$ cat src/rtl/cdb_arbiter_if.sv
// Producer handshakes and result-bus signals shared by the three execute-end
// units, the CDB arbiter and the ROB set port.
interface cdb_arbiter_if #(
  parameter int ROB_WIDTH_BIT = 4
);
  logic                     alu_valid;
  logic [ROB_WIDTH_BIT-1:0] alu_rob_id;
  logic [31:0]              alu_val;
  logic                     alu_ready;

  logic                     lsb_valid;
  logic [ROB_WIDTH_BIT-1:0] lsb_rob_id;
  logic [31:0]              lsb_val;
  logic                     lsb_ready;

  logic                     br_valid;
  logic [ROB_WIDTH_BIT-1:0] br_rob_id;
  logic [31:0]              br_val;
  logic                     br_ready;

  logic                     cdb_valid;
  logic [ROB_WIDTH_BIT-1:0] cdb_rob_id;
  logic [31:0]              cdb_val;
  logic [1:0]               cdb_src;
  logic [1:0]               pending;

  // Producer/consumer side.
  modport master (
    output alu_valid, alu_rob_id, alu_val,
    output lsb_valid, lsb_rob_id, lsb_val,
    output br_valid, br_rob_id, br_val,
    input  alu_ready, lsb_ready, br_ready,
    input  cdb_valid, cdb_rob_id, cdb_val, cdb_src, pending
  );

  // Arbiter side.
  modport slave (
    input  alu_valid, alu_rob_id, alu_val,
    input  lsb_valid, lsb_rob_id, lsb_val,
    input  br_valid, br_rob_id, br_val,
    output alu_ready, lsb_ready, br_ready,
    output cdb_valid, cdb_rob_id, cdb_val, cdb_src, pending
  );
endinterface

$ cat src/rtl/cdb_arbiter.sv
// Round-robin arbiter sharing the ROB result-write port between ALU, LSB and
// branch unit; one holding register per source, registered result bus.
module cdb_arbiter #(
  parameter int ROB_WIDTH_BIT = 4
) (
  input logic          clk_in,
  input logic          rst_n_in,
  input logic          rdy_in,
  input logic          clear,
  cdb_arbiter_if.slave bus
);
  localparam int NSRC = 3;

  function automatic logic [1:0] wrap3(input logic [2:0] s);
    logic [2:0] t;
    t = (s >= 3'd3) ? (s - 3'd3) : s;
    return t[1:0];
  endfunction

  logic [NSRC-1:0]          src_valid;
  logic [ROB_WIDTH_BIT-1:0] src_id [NSRC];
  logic [31:0]              src_val [NSRC];
  logic [NSRC-1:0]          src_ready;

  logic [NSRC-1:0]          hold_valid;
  logic [ROB_WIDTH_BIT-1:0] hold_id [NSRC];
  logic [31:0]              hold_val [NSRC];

  logic [1:0]               rr_reg;
  logic                     cdb_valid_reg;
  logic [ROB_WIDTH_BIT-1:0] cdb_rob_id_reg;
  logic [31:0]              cdb_val_reg;
  logic [1:0]               cdb_src_reg;

  logic [1:0]               rr_eff;
  logic [1:0]               cand;
  logic [1:0]               grant_idx;
  logic                     grant_any;
  logic [NSRC-1:0]          grant;

  assign src_valid  = {bus.br_valid, bus.lsb_valid, bus.alu_valid};
  assign src_id[0]  = bus.alu_rob_id;
  assign src_id[1]  = bus.lsb_rob_id;
  assign src_id[2]  = bus.br_rob_id;
  assign src_val[0] = bus.alu_val;
  assign src_val[1] = bus.lsb_val;
  assign src_val[2] = bus.br_val;

  // First occupied holding register starting at the round-robin pointer.
  always_comb begin
    rr_eff    = (rr_reg == 2'd3) ? 2'd0 : rr_reg;
    cand      = 2'd0;
    grant_idx = 2'd0;
    grant_any = 1'b0;
    for (int k = 0; k < NSRC; k++) begin
      cand = wrap3({1'b0, rr_eff} + k[2:0]);
      if (!grant_any && hold_valid[cand]) begin
        grant_any = 1'b1;
        grant_idx = cand;
      end
    end
    grant = grant_any ? (3'b001 << grant_idx) : 3'b000;
  end

  for (genvar gi = 0; gi < NSRC; gi++) begin : g_src
    logic                     hold_valid_reg;
    logic [ROB_WIDTH_BIT-1:0] hold_id_reg;
    logic [31:0]              hold_val_reg;

    // A register being granted this cycle can be refilled in the same cycle.
    assign src_ready[gi] = rst_n_in && rdy_in && !clear &&
                           (!hold_valid_reg || grant[gi]);

    always_ff @(posedge clk_in or negedge rst_n_in) begin
      if (!rst_n_in) begin
        hold_valid_reg <= 1'b0;
        hold_id_reg    <= '0;
        hold_val_reg   <= '0;
      end else if (rdy_in) begin
        if (clear) begin
          hold_valid_reg <= 1'b0;
        end else if (src_valid[gi] && src_ready[gi]) begin
          hold_valid_reg <= 1'b1;
          hold_id_reg    <= src_id[gi];
          hold_val_reg   <= src_val[gi];
        end else if (grant[gi]) begin
          hold_valid_reg <= 1'b0;
        end
      end
    end

    assign hold_valid[gi] = hold_valid_reg;
    assign hold_id[gi]    = hold_id_reg;
    assign hold_val[gi]   = hold_val_reg;
  end

  always_ff @(posedge clk_in or negedge rst_n_in) begin
    if (!rst_n_in) begin
      rr_reg         <= 2'd0;
      cdb_valid_reg  <= 1'b0;
      cdb_rob_id_reg <= '0;
      cdb_val_reg    <= '0;
      cdb_src_reg    <= 2'd0;
    end else if (rdy_in) begin
      if (clear) begin
        rr_reg        <= 2'd0;
        cdb_valid_reg <= 1'b0;
      end else if (grant_any) begin
        rr_reg         <= wrap3({1'b0, grant_idx} + 3'd1);
        cdb_valid_reg  <= 1'b1;
        cdb_rob_id_reg <= hold_id[grant_idx];
        cdb_val_reg    <= hold_val[grant_idx];
        cdb_src_reg    <= grant_idx;
      end else begin
        cdb_valid_reg <= 1'b0;
      end
    end
  end

  assign bus.alu_ready  = src_ready[0];
  assign bus.lsb_ready  = src_ready[1];
  assign bus.br_ready   = src_ready[2];
  assign bus.cdb_valid  = cdb_valid_reg;
  assign bus.cdb_rob_id = cdb_rob_id_reg;
  assign bus.cdb_val    = cdb_val_reg;
  assign bus.cdb_src    = cdb_src_reg;
  assign bus.pending    = {1'b0, hold_valid[0]} + {1'b0, hold_valid[1]} +
                          {1'b0, hold_valid[2]};
endmodule

$ cat src/flat_wrapper.sv
// flat-port wrapper written by rule: the top's interface ports become plain ports
module cdb_arbiter_flat 
#(
  parameter int ROB_WIDTH_BIT = 4
)
  (clk_in, rst_n_in, rdy_in, clear, bus_alu_valid, bus_alu_rob_id, bus_alu_val, bus_lsb_valid, bus_lsb_rob_id, bus_lsb_val, bus_br_valid, bus_br_rob_id, bus_br_val, bus_alu_ready, bus_lsb_ready, bus_br_ready, bus_cdb_valid, bus_cdb_rob_id, bus_cdb_val, bus_cdb_src, bus_pending);
  cdb_arbiter_if #(.ROB_WIDTH_BIT(ROB_WIDTH_BIT)) bus_i ();
  input logic clk_in;
  input logic rst_n_in;
  input logic rdy_in;
  input logic clear;
  input wire logic [$bits(bus_i.alu_valid)-1:0] bus_alu_valid;
  input wire logic [$bits(bus_i.alu_rob_id)-1:0] bus_alu_rob_id;
  input wire logic [$bits(bus_i.alu_val)-1:0] bus_alu_val;
  input wire logic [$bits(bus_i.lsb_valid)-1:0] bus_lsb_valid;
  input wire logic [$bits(bus_i.lsb_rob_id)-1:0] bus_lsb_rob_id;
  input wire logic [$bits(bus_i.lsb_val)-1:0] bus_lsb_val;
  input wire logic [$bits(bus_i.br_valid)-1:0] bus_br_valid;
  input wire logic [$bits(bus_i.br_rob_id)-1:0] bus_br_rob_id;
  input wire logic [$bits(bus_i.br_val)-1:0] bus_br_val;
  output wire logic [$bits(bus_i.alu_ready)-1:0] bus_alu_ready;
  output wire logic [$bits(bus_i.lsb_ready)-1:0] bus_lsb_ready;
  output wire logic [$bits(bus_i.br_ready)-1:0] bus_br_ready;
  output wire logic [$bits(bus_i.cdb_valid)-1:0] bus_cdb_valid;
  output wire logic [$bits(bus_i.cdb_rob_id)-1:0] bus_cdb_rob_id;
  output wire logic [$bits(bus_i.cdb_val)-1:0] bus_cdb_val;
  output wire logic [$bits(bus_i.cdb_src)-1:0] bus_cdb_src;
  output wire logic [$bits(bus_i.pending)-1:0] bus_pending;
  assign bus_i.alu_valid = bus_alu_valid;
  assign bus_i.alu_rob_id = bus_alu_rob_id;
  assign bus_i.alu_val = bus_alu_val;
  assign bus_i.lsb_valid = bus_lsb_valid;
  assign bus_i.lsb_rob_id = bus_lsb_rob_id;
  assign bus_i.lsb_val = bus_lsb_val;
  assign bus_i.br_valid = bus_br_valid;
  assign bus_i.br_rob_id = bus_br_rob_id;
  assign bus_i.br_val = bus_br_val;
  assign bus_alu_ready = bus_i.alu_ready;
  assign bus_lsb_ready = bus_i.lsb_ready;
  assign bus_br_ready = bus_i.br_ready;
  assign bus_cdb_valid = bus_i.cdb_valid;
  assign bus_cdb_rob_id = bus_i.cdb_rob_id;
  assign bus_cdb_val = bus_i.cdb_val;
  assign bus_cdb_src = bus_i.cdb_src;
  assign bus_pending = bus_i.pending;
  cdb_arbiter #(.ROB_WIDTH_BIT(ROB_WIDTH_BIT)) u_core (.clk_in(clk_in), .rst_n_in(rst_n_in), .rdy_in(rdy_in), .clear(clear), .bus(bus_i));
endmodule
$ cat config.mk
export PLATFORM = sky130hd
export DESIGN_NAME = cdb_arbiter_flat
export DESIGN_NICKNAME = d
export VERILOG_FILES = /design/src/rtl/cdb_arbiter_if.sv /design/src/rtl/cdb_arbiter.sv /design/src/flat_wrapper.sv
export SDC_FILE = /design/constraint.sdc
export NUM_CORES = 1
export LEC_CHECK = 0
export ABC_AREA = 1
export BUFFER_PORTS_ARGS = -buffer_cell sky130_fd_sc_hd__buf_2
export CAP_MARGIN = 5
export CORE_MARGIN = 2
export CORE_UTILIZATION = 54
export CTS_CLUSTER_SIZE = 12
export DETAILED_ROUTE_END_ITERATION = 10
export PLACE_DENSITY = 0.82
export SLEW_MARGIN = 20
export SYNTH_ARGS = -nofsm -noshare
export SYNTH_HDL_FRONTEND = slang
export SYNTH_SLANG_ARGS = --single-unit
$ cat constraint.sdc
create_clock -name clk_in -period 2.8 [get_ports clk_in]
set_input_delay 0.42 -clock clk_in [delete_from_list [all_inputs] [get_ports clk_in]]
set_output_delay 0.42 -clock clk_in [all_outputs]
set_load 0.01 [all_outputs]
Word-level counts from Yosys, hierarchy flattened
Index checks and enable logic that the tools add are counted.

Output and inout bits: 44. Input bits: 115. Bits in registers: 152. Word-level logic and storage cells: 103.

Bitwise logic cells: 2. Shift operators: 1. Order comparisons: 8. Add/subtract/negate cells: 9. Reduce and logical (&&, ||, !) cells: 31. Equal/unequal tests: 1. Multiplexer cells: 37.

Operator list (number): 32-bit binary-select mux with 2-bit select (1); 32-bit two-way mux (2); 2-bit two-way mux (10); 1-bit two-way mux (17); 3-bit AND reduction (4); 1-bit logical AND (10); 3-bit by 2-bit >= comparator with 1-bit output, second input constant (3); 2-bit by 3-bit less-than comparator with 1-bit output, second input constant (3); 3-bit nonzero test (3); 4-bit binary-select mux with 2-bit select (1); 4-bit two-way mux (2); 2-bit AND reduction (4); 2-bit subtractor, second input constant (4); 2-bit by 1-bit adder with 3-bit output, second input constant (2); 1-bit binary-select mux with 2-bit select (3); 1-bit logical NOT (6); 2-bit by 2-bit adder with 3-bit output, second input constant (1); 3-bit >= comparator, second input constant (1); 1-bit logical OR (3); 3-bit two-way mux (1); 2-bit inverter with 3-bit output (1); 1-bit by 2-bit << shifter with 3-bit output, first input constant (1); 1-bit by 1-bit adder with 2-bit output (1); 2-bit by 1-bit adder with 2-bit output (1); other kinds (4) (4).

Logic depth before layout (Yosys ltp)
Gate-level depths: netlist (run 1).

Depth in word-level cells: 20. Gate-level depth with buffers: 18. Gate-level depth less buffers: 16.

Worst setup path before layout (run 1)
OpenSTA, ideal clock, no wires.

Path kind: register -> register. Start point: register u_core.rr_reg[0]. End point: register u_core.g_src[1].hold_val_reg[2]. Cell stages (with the launch flop): 18. Clock period less this slack: 2.609 ns. Path buffers: 2. Arrival: 2.485 ns. Path slack: 0.191 ns. Cell sequence: dfrtp_1 inv_1 ha_1 inv_2 nand2_1 nor2_1 a21oi_4 nand4_1 nand2_1 inv_2 buf_2 ha_1 nand2_1 a21boi_2 nand2_2 buf_2 nor2_1 a21oi_1.

Longest elaborated chain between the ends: 19. Elaborated cells between the ends (all ways): 35. Those cells by class: 5 x add/sub; 3 x order compare; 1 x eq/ne; 1 x shift; 17 x mux; 8 x reduce/logical.

RTL lines: start, declared (RTL line cdb_arbiter.sv:29) `logic [1:0] rr_reg;`; start signal, assigned (RTL line cdb_arbiter.sv:109) `rr_reg <= wrap3({1'b0, grant_idx} + 3'd1);`; 2-bit equality test (RTL line cdb_arbiter.sv:51) `rr_eff = (rr_reg == 2'd3) ? 2'd0 : rr_reg;`; 2-bit two-way mux * (RTL line cdb_arbiter.sv:51); branches (longest 12 deep; another with 2-bit by 1-bit adder with 3-bit output); 3-bit two-way mux * (RTL line cdb_arbiter.sv:62) `grant = grant_any ? (3'b001 << grant_idx) : 3'b000;`; 1-bit logical OR * (RTL line cdb_arbiter.sv:72) `(!hold_valid_reg || grant[gi]);`; 1-bit logical AND * (RTL line cdb_arbiter.sv:71) `assign src_ready[gi] = rst_n_in && rdy_in && !clear &&`; named net bus_lsb_ready (RTL line flat_wrapper.sv:22) `output wire logic [$bits(bus_i.lsb_ready)-1:0] bus_lsb_ready;`; 1-bit logical AND * (RTL line cdb_arbiter.sv:82) `end else if (src_valid[gi] && src_ready[gi]) begin`; 3-bit AND reduction (no line) *; end signal, assigned (RTL line cdb_arbiter.sv:85) `hold_val_reg <= src_val[gi];`; end, declared (RTL line cdb_arbiter.sv:68) `logic [31:0] hold_val_reg;`.

Mark *: on every way through the listed nets, which the timed path passes. The select of a mux whose other input is x is not followed. A chain may end at the register's enable or synchronous reset.

Worst setup path in the final report (run 1)
Start point: register u_core.rr_reg[1]. End point: output bus_lsb_ready.

Longest elaborated chain between the ends: 17. Elaborated cells between the ends (all ways): 33. Those cells by class: 5 x add/sub; 3 x order compare; 1 x eq/ne; 1 x shift; 17 x mux; 6 x reduce/logical.

RTL lines (RTL line): 2-bit equality test (cdb_arbiter.sv:51); 2-bit two-way mux * (cdb_arbiter.sv:51); branches (longest 12 deep; another with 2-bit by 1-bit adder with 3-bit output); 3-bit two-way mux * (cdb_arbiter.sv:62); 1-bit logical OR * (cdb_arbiter.sv:72); 1-bit logical AND * (cdb_arbiter.sv:71); end, declared (flat_wrapper.sv:22).

Mark *: on every way between the ends. The select of a mux whose other input is x is not followed.

==> impl_metrics.toml, run 1 <==
[status]
status = "finished, final reports clean"

[placement]
dpl.hpwl_microns = 12500
dp_cells = 1133
gp_congestion = 0.841
placed_area_sq_um = 8010
port_buffers = 158

[synthesis]
yosys-top-cells-count = "nand2_1, dfrtp_1, a21oi_1"
ys_warn_count = 0
synth_fa_ha_area_share_pct = 1.16
synth.most_common_cell = "nand2_1"
synth_edf_count = 0
synth_ff_type = "dfrtp_1"
ys_seq_area_share_pct = 53.4
synth-seq-cells = 152
synth.area.mux_share_pct = 0
synth-xor-area-share_pct = 0
synthTopCellsByArea = "dfrtp_1, nand2_1, a21oi_1"
synth_cell_types = 28
avgSynthCellArea_sq_um = 8.50
synthCells = 838
yosysTopAreaCell = "dfrtp_1"
syn_area_sq_um = 7120
async_flop_share_pct = 100
synth_top_area_share_pct = 53.4
synth-simple-area-share_pct = 28.8
synth_top_family_by_area = "simple AND/OR/NAND/NOR gates"
synth_nets = 959
synth_compound_area_share_pct = 9.08

[timing]
hold_violations = 0
fin_crit_sh_pct = 99.0
slew_headroom_pct = 42.7
slew_violations = 0
fin_worst_skew_ns = 0.00607
final.setup.tns_ns = 0
fmax_mhz = 361
finalCriticalPeriod_ns = 2.77
setup_viol = 0
worst_pin_slew_ns = 0.859

[floorplan]
rows = 41
die_x_microns = 119
die_h_microns = 119
core_sq_um = 12800
die_area_sq_um = 14100
start_util_pct = 55.8
ios = 159

[clock_tree]
h-tree-depth = 4
root_buffer = "clkbuf_16"
cts_tree = "done"
cts_made_buffers = 17
clock_latency_ns = 0.43
clock_sinks = 152
clockBufferDepth = 2
clk_pin_slew_ns = 0.06
cts.hold.buffers_added = 0

[global_routing]
grt_antenna_before_repair = 1
grt_pass1_vias = 6426
grt_overflow = 0
grt_pass1_wl_microns = 32200
grt_max_degree = 153
grt_util_all_layers_pct = 29.2

[routing]
drc_errors = 0
wl_microns = 19900
drt_iter0_drc = 706
wl_per_cell_microns = 17.0
via_per_inst = 5.53
via_count = 6497
drt-pass1-iter-count = 5
ant_nets = 0

[pwr]
fin_total_pwr_mw = 11.7
powerDensity_nw_per_um2 = 1340
p_leak_nw = 4.60
ir_drop_uv = 1060

[worst_setup_path]
startpoint_type = "register"
regToRegStartpoint = "u_core.rr_reg[1]$_DFFE_PN0P_"
reg2reg_slack_ns = 0.24
ff2ff_path_depth = 16
crit_fanout = 7
critPathKind = "register to output port"
arrival_ns = 2.35
cp-startpoint = "u_core.rr_reg[1]$_DFFE_PN0P_"
cp.required_ns = 2.38
cp-end-kind = "output port"
rr_endpoint = "u_core.g_src[1].hold_val_reg[6]$_DFFE_PN0P_"

[finish]
diodes = 0
largest_reg_flops = 96
drive_gt1_share_pct = 26.1
final-seq-area_sq_um = 3800
area_delta_synth_final_pct = 23.4
multiInputGateArea_sq_um = 2890
fin_cells = 1175
nFillCells = 1044
nets = 1111
stdcell_area_sq_um = 8790

[job]
maxCapViolations = 0

[worst_hold_path]
hp-class = "primary input to async pin"
-- final cells by class --
| cell class | instances | share of cell area [%] |
|---|---|---|
| sequential | 152 | 43.3 |
| clock inverter | 13 | 1.74 |
| timing repair buffer | 191 | 12.2 |
| multi-input combinational | 576 | 32.9 |
| clock buffer | 19 | 5.15 |
| inverter | 52 | 2.33 |
| tap | 172 | 2.45 |
-- cell families after synthesis --
kind of cell | after synthesis
AND/OR/NAND/NOR | 448
adder cells (fa/ha/maj) | 6
AO/OA/AOI/OAI | 122
flip-flops | 152
buffers and inverters | 110
-- layout by cell type, fill, tap and decap left out, types with 4 or more instances in the layout --
cell type / instances
nand2_1: 197
buf_2: 157
dfrtp_1: 151
a21oi_1: 109
nor2_1: 80
nand3_1: 74
inv_1: 44
nand4_1: 38
nand3b_1: 37
buf_4: 31
clkbuf_16: 17
nand2_2: 11
clkinvlp_4: 5
clkinv_2: 5
inv_2: 4
nand3_2: 4
o21ai_0: 4
-- critical path, stage by stage, from the launching register on --
cell      delay (ns)
dfrtp_2         0.45
inv_4           0.09
ha_4            0.17
inv_6           0.05
nand2_2         0.07
nand3_2         0.08
nand2_4         0.12
buf_4           0.13
nand4_2         0.12
nand2_2         0.11
ha_4            0.14
nand2_4         0.04
a21boi_2        0.18
buf_2           0.18
-- timing repair --
item,4_1_cts,5_1_grt
setup endpoints to repair,3,20
gates cloned,0,0
pin swaps,9,13
buffers inserted,3,7
resized for setup,13,16
-- report_power, final --
group	switching (mW)	leakage (nW)	internal, mW
logic	3.60	2.52	2.06
registers	0.516	1.79	3.22
clock network	0.909	0.287	1.44
-- per-layer routing --
layer  routed length, microns  share of wire, %  track usage [%]
met1                     8100                41             38.2
met2                     9650                48             48.3
met3                     1830               9.2             6.70
met4                      351               1.8             9.90
met5                       10             0.050                0
-- worst max-delay path by stage --
| stage | endpoint | slack (ns) | depth (start not counted) |
|---|---|---|---|
| after floorplan | u_core.g_src[1].hold_val_reg[2]$_DFFE_PN0P_ | 0.19 | 17 |
| after global placement | u_core.g_src[1].hold_val_reg[13]$_DFFE_PN0P_ | 0.28 | 16 |
| after detailed placement | u_core.g_src[1].hold_id_reg[2]$_DFFE_PN0P_ | 0.21 | 16 |
| after CTS | bus_lsb_ready | 0.01 | 14 |
| after global routing | bus_lsb_ready | -0.06 | 13 |
| final | bus_lsb_ready | 0.03 | 13 |
-- stage by stage --
| step | worst slack [ns] | util (%) | hold slack (ns) |
|---|---|---|---|
| floorplan | 0.191 | - | 0.124 |
| global placement | 0.276 | 62.7 | 0.445 |
| detailed placement | 0.205 | 62.7 | 0.449 |
| CTS | 0.0124 | 68.0 | 0.190 |
| global route | -0.0572 | 68.8 | 0.223 |
| finish | 0.0279 | 68.8 | 0.0741 |
Note: power is estimated with default switching activity, not from simulation.
==> inputs of run 2 (changes only) <==
Settings changed: PLACE_DENSITY 0.82 to 0.8.
==> run 2 against run 1 <==
The run now ends with setup timing left. Final cell count about the same. Register-to-register slack got worse by 0.12 ns. Sequential share of layout area rose by 0.14 points. Largest power group unchanged.
==> impl_metrics.toml, run 2 (same netlist as run 1, synthesis figures left out) <==
[timing]
hold_ws_ns = 0.130
fmax_mhz = 356
layout_setup_ws_ns = -0.00652
fin_crit_sh_pct = 100
slew_violations = 0
slew_headroom_pct = 47.2
finalCriticalPeriod_ns = 2.81
worst_pin_slew_ns = 0.791
hold_violations = 0
rsz0062_at_grt = "yes"
setup_viol = 1
fin_worst_skew_ns = 0.00491

[floorplan]
start_util_pct = 55.8
ios = 159
die_h_microns = 119
die_area_sq_um = 14100
core_sq_um = 12800
die_x_microns = 119
rows = 41

[global_routing]
grt_overflow = 0
grt_antenna_before_repair = 1
grt_max_degree = 153
grt_util_all_layers_pct = 29.0
grt_pass1_wl_microns = 31800
grt_pass1_vias = 6441

[status]
violations = "setup timing"
status = "finished with violations"

[finish]
fin_cells = 1174
area_delta_synth_final_pct = 23.0
stdcell_area_sq_um = 8760
nets = 1113
mostFrequentLayoutCell = "nand2_1"
drive_gt1_share_pct = 25.6
mostFrequentLayoutCells = "nand2_1, buf_2, dfrtp_1"
largest_reg_flops = 96

[placement]
placed_area_sq_um = 8010
port_buffers = 158
gp_congestion = 0.869
dp_cells = 1132
dpl.hpwl_microns = 12500

[pwr]
ir_drop_uv = 920
powerDensity_nw_per_um2 = 1310
p_leak_nw = 4.59

[job]
maxCapViolations = 0

[routing]
routed-wl-met3_microns = 1500
drt_iter0_drc = 604
wl_met1_microns = 8180
drt-pass1-iter-count = 7
highest_layer = "met4"
wl_per_cell_microns = 17.1
drc_errors = 0
via_count = 6571
route.met2.wl_microns = 10100
ant_nets = 0
via_per_inst = 5.60
wl_microns = 20100

[clock_tree]
root_buffer = "clkbuf_16"
cts_tree = "done"
clock_sinks = 152
clockBufferDepth = 2
clock_latency_ns = 0.43
h-tree-depth = 4
clk_pin_slew_ns = 0.06
cts_made_buffers = 17

[worst_setup_path]
cp.required_ns = 2.38
cp-end-kind = "output port"
crit_fanout = 5
reg2reg_slack_ns = 0.12
startpoint_type = "register"
critPathKind = "register to output port"
arrival_ns = 2.39

[worst_hold_path]
hp-class = "primary input to async pin"
run 2: cell types whose count changed in the layout (fill, tap and decap cells not counted), sizes merged:
cell / previous run / this run
clkinvlp: 5 / 1
clkbuf: 19 / 26
clkinv: 6 / 1
buf: 191 / 193
bufinv: 3 / 1
diode: 0 / 1
run 2: final timing paths:
check,startpoint,to,cells past startpoint
max,u_core.rr_reg[1]$_DFFE_PN0P_,bus_lsb_ready,12
min,rst_n_in,u_core.bus.cdb_valid$_DFFE_PN0P_,2
max reg2reg,u_core.rr_reg[1]$_DFFE_PN0P_,u_core.g_src[1].hold_val_reg[12]$_DFFE_PN0P_,16
min reg2reg,u_core.g_src[0].hold_val_reg[2]$_DFFE_PN0P_,u_core.g_src[0].hold_val_reg[2]$_DFFE_PN0P_,2
max in group asynchronous,rst_n_in,u_core.rr_reg[1]$_DFFE_PN0P_,2
min in group clk_in,bus_br_val[28],u_core.g_src[2].hold_val_reg[28]$_DFFE_PN0P_,3
run 2: repair_timing:
| action | in CTS | in global routing |
|---|---|---|
| pin swaps | 5 | 10 |
| hold buffers | 0 | 0 |
| resized for setup | 7 | 19 |
| setup buffers | 4 | 9 |
| setup endpoints to repair | 3 | 21 |
| hold endpoints to repair | 0 | 0 |
run 2: critical path, cell delays in order, from the launching register on:
cell	delay (ns)
dfrtp_2	0.44
ha_4	0.32
inv_4	0.04
nand2_2	0.06
nand2_2	0.07
a21oi_4	0.20
nand4_1	0.18
nand2_2	0.15
inv_2	0.05
ha_2	0.17
nand2_2	0.06
a21boi_2	0.06
buf_2	0.15
run 2: stage by stage:
| stage | setup TNS, ns | total power, mW | util, % | setup WS [ns] |
|---|---|---|---|---|
| after global placement | 0 | 8.75 | 62.7 | 0.345 |
| after floorplan | 0 | 7.47 | - | 0.191 |
| final | -0.00652 | 11.5 | 68.6 | -0.00652 |
| after global routing | -0.333 | 12.3 | 68.6 | -0.0856 |
| after CTS | 0 | 11.2 | 67.6 | 0.000836 |
| after detailed placement | 0 | 8.90 | 62.7 | 0.203 |
run 2: where the power goes:
group          internal, mW  switching [mW]
Sequential             3.22           0.547
Combinational          2.00            3.54
Clock                  1.34           0.838
run 2: final cells by class:
type	count	area, sq um
fill	1048	4010
sequential	152	3800
multi-input combinational	576	2890
timing repair buffer	193	1100
clock buffer	26	519
tap	172	215
inverter	52	200
clock inverter	2	37.5
antenna	1	2.50
run 2: routing by layer:
metal / global-route usage [%] / vias to the layer above
met5: 0 / -
met4: 10.4 / 0
met1: 37.6 / 3160
li1: - / 3071
met3: 5.65 / 40
met2: 48.6 / 300
==> inputs of run 3 (changes only) <==
Settings changed: CORE_MARGIN 2 to unset, CORE_UTILIZATION 54 to 59, PLACE_DENSITY 0.8 to 0.86.
Clock period 2.8 ns to 3.26 ns, I/O delays scaled along.
==> run 3 against run 2 <==
The run ends with DRC left. Combinational power decreased by 20%. Sequential share of layout area increased by 1.0 points. Final area decreased by 2.4%. Largest power group unchanged. Critical path type unchanged.
==> impl_metrics.toml, run 3 (same netlist as run 1, synthesis figures left out) <==
[status]
status = "finished with violations"
violations = "DRC"

[timing]
worst_pin_slew_ns = 0.943
hold_violations = 0
fmax_mhz = 330
fin_crit_sh_pct = 93.0
final.setup.tns_ns = 0
slew_headroom_pct = 37.1
slew_violations = 0
setup_viol = 0
fin_worst_skew_ns = 0.00636
finalCriticalPeriod_ns = 3.03
rsz0062_at_grt = "no"
layout_setup_ws_ns = 0.227

[routing]
via_per_inst = 5.59
via_count = 6329
drt_iter0_drc = 610
wl_microns = 18400
drt-pass1-iter-count = 9
ant_nets = 0
drc_errors = 11
wl_per_cell_microns = 16.3

[worst_setup_path]
path_cells = "inv_1, ha_1, inv_2, nand2_1, nor2_1, a21oi_4, nand4_1, nand2_2, inv_2, ha_1, nand2_1, a21boi_2, buf_2"
cp-startpoint = "u_core.rr_reg[0]$_DFFE_PN0P_"
critPathBufInv = 4
crit_fanout = 6
arrival_ns = 2.54
critPathKind = "register to output port"
cpLargestDelayFamily = "simple AND/OR/NAND/NOR gates"
cp_slowest_cell = "dfrtp_1"
reg2reg_slack_ns = 0.45
cp-end-kind = "output port"
critPathMaxStageDelay_ns = 0.38
cp.required_ns = 2.77
regToRegStartpoint = "u_core.rr_reg[0]$_DFFE_PN0P_"
startpoint_type = "register"

[global_routing]
grt_overflow = 0
grt_util_all_layers_pct = 30.8
grt_max_degree = 77
grt_antenna_before_repair = 1
grt_util_met1_pct = 41.5
grt_pass1_wl_microns = 29600
grt.met3_usage_pct = 6.10
met2_usage_pct = 49.8
top_usage_layer = "met2"
grt_pass1_vias = 5998

[job]
maxCapViolations = 0

[clock_tree]
root_buffer = "clkbuf_16"
cts_made_buffers = 17
clock_sinks = 152
clockBufferDepth = 2
cts_tree = "done"
clock_latency_ns = 0.43
cts_setup_buffers = 0
h-tree-depth = 4
clk_pin_slew_ns = 0.06

[floorplan]
die_x_microns = 112
core_sq_um = 11600
die_h_microns = 112
rows = 39
ios = 159
start_util_pct = 61.3
die_area_sq_um = 12500

[finish]
final-seq-area_sq_um = 3800
drive_gt1_share_pct = 22.8
largest_reg_flops = 96
mostFrequentLayoutCells = "nand2_1, buf_2, dfrtp_1"
nFillCells = 869
area_delta_synth_final_pct = 20.1
multiInputGateArea_sq_um = 2800
nets = 1097
mostFrequentLayoutCell = "nand2_1"

[worst_hold_path]
hp-class = "primary input to register"
hold_path.startpoint = "bus_br_rob_id[3]"

[pwr]
ir_drop_uv = 886
powerDensity_nw_per_um2 = 1140
p_leak_nw = 4.51
fin_total_pwr_mw = 9.72

[placement]
gp_congestion = 0.836
port_buffers = 158
dpl.hpwl_microns = 11700
pre_cts_ws_ns = 0.391
-- run 3: worst paths after layout --
path / end / cells after the start
max: bus_lsb_ready / 13
min: u_core.g_src[2].hold_id_reg[3]$_DFFE_PN0P_ / 3
max reg2reg: u_core.g_src[2].hold_val_reg[5]$_DFFE_PN0P_ / 13
min reg2reg: u_core.g_src[0].hold_val_reg[26]$_DFFE_PN0P_ / 2
max in group asynchronous: u_core.bus.cdb_val[9]$_DFFE_PN0P_ / 3
min in group asynchronous: u_core.bus.cdb_val[25]$_DFFE_PN0P_ / 2
-- run 3: tightest hold or removal path, stage by stage --
cell	delay, ns
buf_2	0.07
nand3_1	0.06
nand2_1	0.06
-- run 3: timing repair --
action	CTS	global route
gates resized for setup	0	2
hold endpoints to repair	30	0
endpoints found under the setup margin	0	1
hold buffers	1	0
-- run 3: per-layer routing --
metal / vias to the layer above / part of all wire, %
li1: 3037 / -
met3: 32 / 7.4
met1: 2978 / 42
met5: - / 0
met4: 0 / 2.1
met2: 282 / 48
-- run 3: layout make-up --
type	count	share of cell area [%]
Timing Repair Buffer	177	11.2
Antenna cell	1	0.0292
Clock inverter	10	1.67
Inverter	52	2.31
Sequential cell	152	44.5
Multi-Input combinational cell	576	32.7
Tap cell	143	2.09
Clock buffer	21	5.62
-- run 3: stage by stage --
stage / cells / util [%] / instance area, sq um / hold WS, ns
final: 1132 / 73.7 / 8560 / 0.290
after global routing: 1132 / 73.7 / 8560 / 0.296
after CTS: 1131 / 73.6 / 8550 / 0.280
after detailed placement: 1099 / 68.2 / 7920 / 0.385
after global placement: 1099 / 68.2 / 7920 / 0.386
after floorplan: 838 / - / 7120 / 0.193
-- run 3: power breakdown --
part	switching [mW]	internal, mW
combinational	2.88	1.57
clock	0.774	1.28
sequential	0.450	2.76
total	4.10	5.61
